===== src/rtl/data_cache.sv =====
// Direct-mapped, write-through, no-write-allocate data cache.
// Loads that hit are answered combinationally. Load misses and all stores
// stall the core while one request/acknowledge transaction runs on the
// backing-memory port.
//
// Handshake (backing memory): mem_req_o rises and then stays high, with
// mem_we_o, mem_addr_o and mem_wdata_o held stable, until the cycle in which
// mem_ack_i is 1. That is the single completion cycle: mem_rdata_i is valid in
// that cycle. The next cycle is always IDLE. mem_ack_i is ignored when no
// request is outstanding.
module data_cache #(
  parameter int DATA_WIDTH = 32,
  parameter int ADDR_WIDTH = 32,
  parameter int INDEX_BITS = 3,
  parameter int CNT_WIDTH  = 16
) (
  input  logic                  clk_i,
  input  logic                  rst_i,
  input  logic                  req_i,
  input  logic                  we_i,
  input  logic [ADDR_WIDTH-1:0] addr_i,
  input  logic [DATA_WIDTH-1:0] wdata_i,
  output logic [DATA_WIDTH-1:0] rdata_o,
  output logic                  stall_o,
  output logic                  mem_req_o,
  output logic                  mem_we_o,
  output logic [ADDR_WIDTH-1:0] mem_addr_o,
  output logic [DATA_WIDTH-1:0] mem_wdata_o,
  input  logic                  mem_ack_i,
  input  logic [DATA_WIDTH-1:0] mem_rdata_i,
  output logic [CNT_WIDTH-1:0]  hit_count_o,
  output logic [CNT_WIDTH-1:0]  miss_count_o
);

  localparam int LINES = 1 << INDEX_BITS;
  localparam int TAG_W = ADDR_WIDTH - INDEX_BITS - 2;

  typedef enum logic [1:0] {
    IDLE       = 2'd0,
    READ_MISS  = 2'd1,
    WRITE_THRU = 2'd2
  } state_t;

  // Current and next FSM state. Kept as plainly named signals so that
  // checkers can bind to them.
  state_t state;
  state_t state_next;

  logic [LINES-1:0]      valid;
  logic [TAG_W-1:0]      tag_mem  [LINES];
  logic [DATA_WIDTH-1:0] data_mem [LINES];

  logic [INDEX_BITS-1:0] index;
  logic [TAG_W-1:0]      tag;
  logic                  hit;
  logic                  load_hit_idle;
  logic                  load_miss_idle;
  logic                  fill_line;
  logic                  update_line;
  logic [CNT_WIDTH-1:0]  hit_count;
  logic [CNT_WIDTH-1:0]  miss_count;

  // The byte-offset bits never select anything in a one-word line.
  logic unused_byte_offset;
  assign unused_byte_offset = ^addr_i[1:0];

  assign index = addr_i[INDEX_BITS+1:2];
  assign tag   = addr_i[ADDR_WIDTH-1:INDEX_BITS+2];
  assign hit   = valid[index] && (tag_mem[index] == tag);

  assign load_hit_idle  = (state == IDLE) && req_i && !we_i && hit;
  assign load_miss_idle = (state == IDLE) && req_i && !we_i && !hit;

  // A reset in the completion cycle abandons the transaction, so the ack is
  // not allowed to fill or update anything.
  assign fill_line   = (state == READ_MISS) && mem_ack_i && !rst_i;
  assign update_line = (state == WRITE_THRU) && mem_ack_i && hit && !rst_i;

  assign hit_count_o  = hit_count;
  assign miss_count_o = miss_count;

  // State register.
  always_ff @(posedge clk_i) begin
    if (rst_i) begin
      state <= IDLE;
    end else begin
      state <= state_next;
    end
  end

  // Next state, stall, load data and backing-memory port outputs.
  always_comb begin
    state_next  = state;
    stall_o     = 1'b0;
    rdata_o     = '0;
    mem_req_o   = 1'b0;
    mem_we_o    = 1'b0;
    mem_addr_o  = {addr_i[ADDR_WIDTH-1:2], 2'b00};
    mem_wdata_o = '0;
    unique case (state)
      IDLE: begin
        if (req_i) begin
          if (we_i) begin
            stall_o    = 1'b1;
            state_next = WRITE_THRU;
          end else if (hit) begin
            rdata_o = data_mem[index];
          end else begin
            stall_o    = 1'b1;
            state_next = READ_MISS;
          end
        end
      end
      READ_MISS: begin
        mem_req_o = 1'b1;
        if (mem_ack_i) begin
          rdata_o    = mem_rdata_i;
          state_next = IDLE;
        end else begin
          stall_o = 1'b1;
        end
      end
      WRITE_THRU: begin
        mem_req_o   = 1'b1;
        mem_we_o    = 1'b1;
        mem_wdata_o = wdata_i;
        if (mem_ack_i) begin
          state_next = IDLE;
        end else begin
          stall_o = 1'b1;
        end
      end
      default: begin
        state_next = IDLE;
      end
    endcase
    // The pipeline must never be frozen while reset is applied.
    if (rst_i) begin
      stall_o = 1'b0;
    end
  end

  // Valid bits: cleared by reset, set when a read miss fills a line.
  always_ff @(posedge clk_i) begin
    if (rst_i) begin
      valid <= '0;
    end else if (fill_line) begin
      valid[index] <= 1'b1;
    end
  end

  // Tag and data storage: written on a fill, data also on a store hit.
  always_ff @(posedge clk_i) begin
    if (fill_line) begin
      tag_mem[index]  <= tag;
      data_mem[index] <= mem_rdata_i;
    end else if (update_line) begin
      data_mem[index] <= wdata_i;
    end
  end

  // Saturating load hit/miss counters; stores are not counted.
  always_ff @(posedge clk_i) begin
    if (rst_i) begin
      hit_count  <= '0;
      miss_count <= '0;
    end else begin
      if (load_hit_idle && (hit_count != '1)) begin
        hit_count <= hit_count + CNT_WIDTH'(1);
      end
      if (load_miss_idle && (miss_count != '1)) begin
        miss_count <= miss_count + CNT_WIDTH'(1);
      end
    end
  end

endmodule


===== config.mk =====
export PLATFORM = sky130hd
export DESIGN_NAME = data_cache
export DESIGN_NICKNAME = d
export VERILOG_FILES = /design/src/rtl/data_cache.sv
export SDC_FILE = /design/constraint.sdc
export NUM_CORES = 1
export LEC_CHECK = 0
export CORE_ASPECT_RATIO = 1.5
export CORE_MARGIN = 4
export CORE_UTILIZATION = 40
export DETAILED_ROUTE_END_ITERATION = 10
export DONT_BUFFER_PORTS = 1
export GPL_ROUTABILITY_DRIVEN = 0
export PLACE_DENSITY_LB_ADDON = 0.15
export REMOVE_ABC_BUFFERS = 1
export SYNTH_ARGS = -nofsm -noshare
export SYNTH_HDL_FRONTEND = slang
export SYNTH_SLANG_ARGS = --single-unit

===== constraint.sdc =====
create_clock -name clk_i -period 7.33 [get_ports clk_i]
set_input_delay 0.733 -clock clk_i [delete_from_list [all_inputs] [get_ports clk_i]]
set_output_delay 0.733 -clock clk_i [all_outputs]
set_load 0.03 [all_outputs]

==> metrics.md, run 1 <==
| Metric | Value |
|---|---|
| Outcome | `complete, no violations` |
| Max Cap Viol | `0` |
| H-tree depth | `2` |
| Routed via count | `11,800` |
| Initial Util | `0.404` |
| Hold Vio Cnt, Final | `0` |
| CTS tree | `yes` |
| Synth unique cells | `58` |
| Seq/Total Area, Yosys | `0.691` |
| Fmax | `0.185 GHz` |
| Final nets | `1,502` |
| CP startpoint kind | `input pin` |
| Final min period | `5400 ps` |
| Final Max Tran Viols | `0` |
| PostCTS Resize Cnt | `0` |
| CTS buffer count | `51` |
| Number of vias per cell after detailed routing | `5.56` |
| Largest net degree at the start of global routing | `168` |
| Fin Setup TNS | `0 ps` |
| Worst-path fanout max | `167` |
| Final setup viols | `0` |
| Port Buffers | `0` |
| Ys Warns | `0` |
| P_leak | `7.82 nW` |
| Slew margin rel. | `0.245` |
| WL final | `53,500 um` |
| Die width | `198 um` |
| FF/Latch Area | `15,000 um^2` |
| Row count | `104` |
| Routed Antenna Nets | `0` |
| Number of remaining DRC errors | `0` |
| CP Class | `in2out` |
| Hold Buf Count CTS | `0` |
| Number of global-route vias before repair | `12,400` |
| Synth area leaders | `edfxtp_1, mux2_2, mux2i_1, dfxtp_1, mux4_2` |
| Most common cell after layout, fill and taps aside | `edfxtp_1` |
| Peak supply drop | `0.179 mV` |
| Gr ovfl total | `0` |
| Pwr dens | `250 nW/um^2` |
| Core Box Area | `53,700 um^2` |
| Setup Buffers After CTS | `0` |
| Clk slew on worst S/H paths | `60 ps` |
| Worst-margin pin slew | `1130 ps` |
| Post-synth top area share | `0.653` |
| Layout cell share with drive strength beyond 1 | `0.182` |
| Synthesis-to-layout area growth | `10.3%` |
| Crit. End Element | `primary output` |
| # fillers | `4,795` |
| Post-Syn Area | `21,700 um^2` |
| Initial DRT Pass Iterations | `5` |
| Worst-Skew Late Latency | `600 ps` |
| First-pass GRT wire length | `79,300 um` |
| # clock sinks | `514` |
| Post-synth EDFFs | `472` |
| DIE AREA | `58,200 um^2` |
| Most frequent cells in the layout | `edfxtp_1, mux2i_1, mux2_2, nand2_1, o21ai_0` |
| Clk root buf | `clkbuf_16` |
| CTS max path bufs | `3` |
| GRT Total Usage | `0.181` |
| Routed len/inst | `25.2 um` |
| Synth area leader | `edfxtp_1` |
| Initial DRC count | `581` |
| Initial antenna violation count | `2` |
| Final Skew | `20.2 ps` |
| Post-DP HPWL | `31,900 um` |
| Worst Path Arrival | `4670 ps` |
| RSZ-0062 raised after global routing | `false` |
| Tcrit/Tclk final | `0.736` |
| Hold crit path type | `in2reg` |
| IO Pins | `232` |
| Prevailing post-synth register cell | `edfxtp_1` |
| #FFs+latches synth | `514` |
| Die height | `293 um` |
| Core Util, Final | `0.446` |
| Mapped Cells | `1,410` |
| Post-Syn Area per Cell | `15.4 um^2` |
| Asr flop ratio synth | `0` |
| WP data required | `6600 ps` |
| Multi-input gate area | `6160 um^2` |
[layout make-up]
cell class	count	area share
flip-flops and latches	514	0.627
inverters	10	0.00157
clock inverters	25	0.00726
multi-input cells	778	0.257
well taps	689	0.0360
repair buffers	40	0.0125
clock buffers	68	0.0581
diodes	2	0.000209
[worst max-delay path: stages]
cell and delay [ps]:
nand2b_1 800, o22ai_1 190, a221oi_1 300, xnor2_1 240, nand4_1 190, nor4_4 590, nand3_4 490, o21ai_0 910
[per-stage QoR]
step                      setup WS (ps)  hold WS, ps  area, um^2  cells  total power, mW
after floorplan                    1870          421       21100   1302             3.49
after global placement             1900          428       22400   2031             3.58
after detailed placement           1820          438       22400   2031             3.58
after CTS                          1900          165       23900   2124             6.06
after global routing               1710          180       23900   2124             6.19
final                              1930          214       23900   2126             5.98
[cells by family after synthesis]
kind of cell / synth area share
adder cells (fa/ha/maj): 0.00346
multiplexers: 0.122
other: 0.000173
buffers and inverters: 0.0309
AND/OR/NAND/NOR: 0.0679
AO/OA/AOI/OAI: 0.0710
XOR/XNOR: 0.0129
flip-flops: 0.691
[flip-flops by register name (all words and copies together) (netlist names)]
register / cells
data_mem: 256
hit_count_o: 16
miss_count_o: 16
state: 2
tag_mem: 216
valid: 8
[path summary, 6_finish.rpt]
path	from	end	slack, ps	cells after the start
setup / recovery	addr_i[4]	rdata_o[19]	1930	8
hold / removal	rst_i	miss_count_o[5]	210	1
setup reg to reg	tag_mem[4][20]	data_mem[2][17]	3120	10
hold reg to reg	valid[2]	valid[2]	460	1
[per-layer routing]
layer  vias up  share of wire  routed length [um]  track usage
met4         2          0.019                1000       0.0407
met5         -        0.00022                  12            0
met2       244           0.53               28600        0.331
met3        71          0.051                2720       0.0409
li1       5439              -                   -            -
met1      6063           0.40               21200        0.217
[synth_stat cells, drive strengths merged, types with 9 or more instances]
cell type	count
nand2b	11
nand4	19
o221ai	12
buf	71
a211oi	12
and2	38
mux2	106
nand2	77
a221oi	27
nor2b	20
o22a	9
a21oi	23
inv	10
nor2	52
edfxtp	472
dfxtp	42
xnor2	29
o21ai	58
nand3	13
nor3	11
mux2i	106
mux4	18
clkbuf	38
a21o	14
o22ai	50
[report_power, final]
group	total, mW	internal (mW)	leakage [nW]	switching [mW]
registers	3.22	3.21	4.58	0.00642
clock network	2.47	1.37	0.761	1.09
logic	0.297	0.110	2.48	0.188
Note: power is estimated with default switching activity, not from simulation.
==> run 2: changes to the inputs <==
==> constraint.sdc (replaced) <==
create_clock -name clk_i -period 5.4 [get_ports clk_i]
set_input_delay 0.54 -clock clk_i [delete_from_list [all_inputs] [get_ports clk_i]]
set_output_delay 0.54 -clock clk_i [all_outputs]
set_load 0.03 [all_outputs]
==> run 2 against run 1 <==
Compared with the run above:
- largest power group unchanged
- critical path type unchanged
- non-clock buffer count grew 21
- setup slack worse by 1100 ps
- sequential power up 36%
==> metrics.md, run 2 (synthesized netlist as in run 1, its figures left out) <==
| Metric | Value |
|---|---|
| Outcome | `complete, no violations` |
| Synthesis-to-layout area growth | `11.4%` |
| Final nets | `1,522 (+1.3%)` |
| Core Box Area | `53,700 um^2 (unchanged)` |
| Final Cell Area | `24,200 um^2 (+1.0%)` |
| Largest register FFs | `256 (unchanged)` |
| Gr ovfl total | `0 (unchanged)` |
| DIE AREA | `58,200 um^2 (unchanged)` |
| Metal2 WL | `28,100 um (-1.4%)` |
| Pwr dens | `334 nW/um^2 (+34%)` |
| Clk root buf | `clkbuf_16` |
| P_leak | `7.94 nW (+1.5%)` |
| Number of remaining DRC errors | `0 (unchanged)` |
| WP data required | `4860 ps (-1740 ps)` |
| Setup Buffers After CTS | `0 (unchanged)` |
| Switching part of the total | `0.218 (+0.00202)` |
| Number of vias per cell after detailed routing | `5.58 (+0.39%)` |
| M1 WL | `21,500 um (+1.0%)` |
| Sw power | `1.76 mW (+36%)` |
| CTS buffer count | `50 (-2.0%)` |
| Final Skew | `24.3 ps (+4.09 ps)` |
| Initial Util | `0.404 (unchanged)` |
| Most frequent cells in the layout | `edfxtp_1, mux2i_1, mux2_2, nand2_1, o21ai_0` |
| CP Class | `in2out` |
| Int Pwr | `6.33 mW (+35%)` |
| Largest net degree at the start of global routing | `168 (unchanged)` |
| Routed Antenna Nets | `0 (unchanged)` |
| Reg-to-reg startpoint | `tag_mem[4][13]` |
| H-tree depth | `2 (unchanged)` |
| Max Cap Viol | `0 (unchanged)` |
| GRT Total Usage | `0.181 (about the same)` |
| Crit. End Element | `primary output` |
| Initial antenna violation count | `2 (unchanged)` |
| IO Pins | `232 (unchanged)` |
| Top reg by flops | `data_mem` |
| First-pass GRT wire length | `79,500 um (+0.17%)` |
| # clock sinks | `514 (unchanged)` |
| Peak supply drop | `0.240 mV (+34%)` |
| CTS max path bufs | `3 (unchanged)` |
| CTS tree | `yes` |
| Worst Path Arrival | `4010 ps (-660 ps)` |
| HP Start | `addr_i[18]` |
| CP most frequent cell | `buf_4` |
| Die width | `198 um (unchanged)` |
| Clk slew on worst S/H paths | `70 ps (about the same)` |
| Fmax | `0.220 GHz` |
| Flop pwr share | `0.540 (+0.002)` |
| Die height | `293 um (unchanged)` |
| Layout cell share with drive strength beyond 1 | `0.188 (+0.00588)` |
| WL final | `53,700 um (+0.35%)` |
| Routed len/inst | `25.0 um (-0.54%)` |
| Setup crit start | `addr_i[4]` |
| Clk pwr share | `0.408 (-0.004)` |
| Most common cell after layout, fill and taps aside | `edfxtp_1` |
| Post-DP HPWL | `31,400 um (-1.6%)` |
| Routed via count | `12,000 (+1.3%)` |
| Fin Setup TNS | `0 ps (unchanged)` |
| Worst-path fanout max | `167 (unchanged)` |
| Worst-Skew Late Latency | `610 ps (about the same)` |
| Hold crit path type | `in2reg` |
| Row count | `104 (unchanged)` |
| Dpl cell area | `22,600 um^2 (+1.1%)` |
| Port Buffers | `0 (unchanged)` |
| Initial DRT Pass Iterations | `5 (unchanged)` |
| Final min period | `4550 ps` |
| Met3 Routed Length | `2760 um (+1.5%)` |
| Number of global-route vias before repair | `12,600 (+1.5%)` |
| Max incr delay on CP | `630 ps (-280 ps)` |
| Biggest regs | `data_mem: 256 flops, tag_mem: 216 flops` |
| Final Max Tran Viols | `0 (unchanged)` |
| Max layer used | `met5` |
| CP max stage cell | `nand2b_1` |
| RSZ-0062 raised after global routing | `false` |
| Tcrit/Tclk final | `0.842` |
| Final setup viols | `0 (unchanged)` |
| Initial DRC count | `559 (-3.8%)` |
| Worst-margin pin slew | `1230 ps (+99.1 ps)` |
| Hold Vio Cnt, Final | `0 (unchanged)` |
| CP Cell Sequence | `nand2b_1 > o22ai_1 > a221oi_1 > xnor2_1 > nand4_1 > nor4_4 > nand3_4 > buf_4 > o21ai_0 > buf_4` |
| CP startpoint kind | `input pin` |
| Slew margin rel. | `0.181 (-0.0643)` |
| Combinational share of power | `0.052 (+0.002)` |
run 2: cell types whose count changed in the layout (fill, tap and decap cells not counted), sizes merged:
| cell | change |
|---|---|
| clkinvlp | -2 |
| buf | +17 |
| dlygate4sd3 | +4 |
| clkinv | +2 |
| clkbuf | -2 |
run 2: final cells by class:
cell class	count	area, um^2
repair buffers	61	581
clock buffers	66	1340
clock inverters	25	196
inverters	10	37.5
multi-input cells	778	6160
well taps	689	862
fillers	4790	29500
diodes	2	5.00
flip-flops and latches	514	15000
run 2: worst max-delay path: cells and delay by family:
| kind | cells | cell delay [ps] |
|---|---|---|
| AO/OA/AOI/OAI | 3 | 630 |
| buffers and inverters | 2 | 610 |
| XOR/XNOR | 1 | 290 |
| AND/OR/NAND/NOR | 4 | 1610 |
run 2: timing repair:
item	in CTS	in global routing
resized for setup	0	0
setup endpoints to repair	0	0
hold endpoints to repair	34	0
hold buffers	4	0
run 2: power groups by stage:
| stage | clock network [mW] | registers [mW] | logic, mW |
|---|---|---|---|
| floorplan | 0 | 4.45 | 0.291 |
| global placement | 0 | 4.45 | 0.417 |
| detailed placement | 0 | 4.45 | 0.420 |
| CTS | 3.39 | 4.37 | 0.428 |
| global route | 3.54 | 4.37 | 0.455 |
| finish | 3.30 | 4.37 | 0.420 |
run 2: final timing paths:
path,end,slack [ps],cells past startpoint
setup reg to reg,data_mem[7][17],1860,10
setup / recovery,rdata_o[6],850,10
hold / removal,tag_mem[0][13],40,0
hold reg to reg,valid[4],450,1
run 2: routing by layer:
metal / GRT usage / vias to the layer above
met5: 0 / -
met4: 0.0462 / 2
met3: 0.0368 / 75
met2: 0.326 / 284
met1: 0.222 / 6134
li1: - / 5476
run 2: metrics by stage:
stage	std cells	hold WS (ps)	setup WS, ps	utilization	total power, mW
floorplan	1302	421	133	-	4.74
global placement	2048	428	948	0.421	4.87
detailed placement	2048	439	913	0.421	4.87
CTS	2143	4.23	889	0.450	8.19
global route	2143	0.995	682	0.450	8.36
finish	2145	36.5	852	0.450	8.09
==> run 3: changes to the inputs <==
==> constraint.sdc (replaced) <==
create_clock -name clk_i -period 3.8 [get_ports clk_i]
set_input_delay 0.38 -clock clk_i [delete_from_list [all_inputs] [get_ports clk_i]]
set_output_delay 0.38 -clock clk_i [all_outputs]
set_load 0.03 [all_outputs]
==> run 3 against run 2 <==
Compared with the run above:
- global-route usage rose by 0.76 points
- critical path depth rose by 3
- die area did not move
- flip-flop and latch count did not move
- cell area rose by 5.6%
- combinational power rose by 73%
==> metrics.md, run 3 (synthesized netlist as in run 1, its figures left out) <==
| Metric | Value |
|---|---|
| Peak supply drop | `0.375 mV (+56%)` |
| Worst Path Arrival | `3380 ps (-630 ps)` |
| CTS max path bufs | `3 (unchanged)` |
| # clock sinks | `514 (unchanged)` |
| Worst-path fanout max | `167 (unchanged)` |
| DIE AREA | `58,200 um^2 (unchanged)` |
| Most frequent cells in the layout | `edfxtp_1, mux2i_1, mux2_2, nand2_1, buf_4` |
| CP Class | `in2out` |
| Initial DRT Pass Iterations | `5 (unchanged)` |
| Largest register FFs | `256 (unchanged)` |
| Initial DRC count | `681 (+22%)` |
| Die height | `293 um (unchanged)` |
| Post-DP HPWL | `31,700 um (+1.1%)` |
| WP data required | `3420 ps (-1440 ps)` |
| Setup WS post-layout | `38.7 ps (-813 ps)` |
| Top reg by flops | `data_mem` |
| Layout cell share with drive strength beyond 1 | `0.239 (+0.0510)` |
| Fmax | `0.266 GHz` |
| Number of vias per cell after detailed routing | `5.51 (-1.3%)` |
| Clk slew on worst S/H paths | `60 ps (about the same)` |
| Hold Vio Cnt, Final | `0 (unchanged)` |
| Routed len/inst | `25.0 um (-0.35%)` |
| Die width | `198 um (unchanged)` |
| Pwr dens | `470 nW/um^2 (+41%)` |
| Most common cell after layout, fill and taps aside | `edfxtp_1` |
| CTS tree | `yes` |
| Final Skew | `20.5 ps (-3.81 ps)` |
| CP startpoint kind | `input pin` |
| H-tree depth | `2 (unchanged)` |
| Number of remaining DRC errors | `0 (unchanged)` |
| Final min period | `3760 ps` |
| First-pass GRT wire length | `82,700 um (+4.0%)` |
| Slew margin rel. | `0.239 (+0.0586)` |
| Port Buffers | `0 (unchanged)` |
| Clk root buf | `clkbuf_16` |
| Final setup viols | `0 (unchanged)` |
| Pre-CTS setup slack | `150 ps (-763 ps)` |
| Routed Antenna Nets | `0 (unchanged)` |
| Hold crit path type | `in2reg` |
| RSZ-0062 raised after global routing | `true` |
| Biggest regs | `data_mem: 256 flops, tag_mem: 216 flops` |
| Tcrit/Tclk final | `0.990` |
| Core Box Area | `53,700 um^2 (unchanged)` |
| WL final | `55,500 um (+3.3%)` |
| Final nets | `1,598 (+5.0%)` |
| P_leak | `8.54 nW (+7.6%)` |
| Routed via count | `12,300 (+2.4%)` |
| Row count | `104 (unchanged)` |
| Gr ovfl total | `0 (unchanged)` |
| Fin Setup TNS | `0 ps (unchanged)` |
| Initial antenna violation count | `1 (-1)` |
| Number of global-route vias before repair | `13,000 (+2.7%)` |
| GRT Total Usage | `0.189 (+0.00761)` |
| Initial Util | `0.404 (unchanged)` |
| Worst-margin pin slew | `1140 ps (-88.0 ps)` |
| CTS buffer count | `51 (+2.0%)` |
| Final Max Tran Viols | `0 (unchanged)` |
| Max Cap Viol | `0 (unchanged)` |
| Largest net degree at the start of global routing | `168 (unchanged)` |
| Synthesis-to-layout area growth | `17.7%` |
| Worst-Skew Late Latency | `600 ps (about the same)` |
| IO Pins | `232 (unchanged)` |
| Outcome | `complete, no violations` |
| Crit. End Element | `primary output` |
==> run 3: what timing repair did <==
| action | in CTS | in global routing |
|---|---|---|
| setup buffers | 8 | 5 |
| gates cloned | 3 | 0 |
| endpoints found under the hold margin | 247 | 0 |
| gates resized for setup | 74 | 27 |
| pin swaps | 14 | 13 |
| setup endpoints to repair | 18 | 32 |
| hold buffers | 31 | 0 |
==> run 3: final cells by class <==
class,instances,area [um^2]
fill,4647,28200
multi-input combinational,778,6380
tap,689,862
timing repair buffer,136,1550
sequential,514,15000
inverter,10,37.5
clock inverter,32,340
clock buffer,63,1370
antenna,2,5.00
==> run 3: power breakdown <==
| part | switching [mW] | internal, mW | total [mW] |
|---|---|---|---|
| clock | 2.16 | 2.92 | 5.09 |
| sequential | 0.0121 | 6.19 | 6.20 |
| combinational | 0.428 | 0.298 | 0.726 |
| total | 2.60 | 9.41 | 12.0 |
==> run 3: routing by layer <==
metal  up-vias  global-route usage  routed length (um)
li1       5643                   -                   -
met1      6210               0.235               22500
met2       314               0.338               29000
met3        88              0.0322                2510
met4         0              0.0526                1480
met5         -                   0                   0
==> run 3: stage by stage <==
step | cell area, um^2 | instances | utilization | power (mW) | hold slack [ps]
final | 25600 | 2224 | 0.476 | 12.0 | 36.2
after global placement | 23000 | 2081 | 0.428 | 6.95 | 429
after floorplan | 21100 | 1302 | - | 6.74 | 421
after CTS | 25400 | 2218 | 0.473 | 12.1 | 1.54
after global routing | 25600 | 2222 | 0.475 | 12.4 | 17.7
after detailed placement | 23000 | 2081 | 0.428 | 6.96 | 440
==> run 3: path summary, 6_finish.rpt <==
path                  start               to  slack, ps  depth (start not counted)
max               addr_i[4]      rdata_o[12]         40                         13
min                   rst_i  miss_count_o[7]         40                          2
max reg2reg  tag_mem[5][18]  hit_count_o[12]        430                         11
min reg2reg        valid[3]         valid[3]        450                          1
==> run 3: worst max-delay path, stage by stage <==
cell	delay, ps
mux2_2	440
o22ai_2	70
a221oi_1	310
xnor2_1	160
buf_4	150
nand4_1	140
nor4_4	460
nand3_4	170
buf_4	180
buf_12	140
buf_6	130
o21ai_2	140
buf_6	150
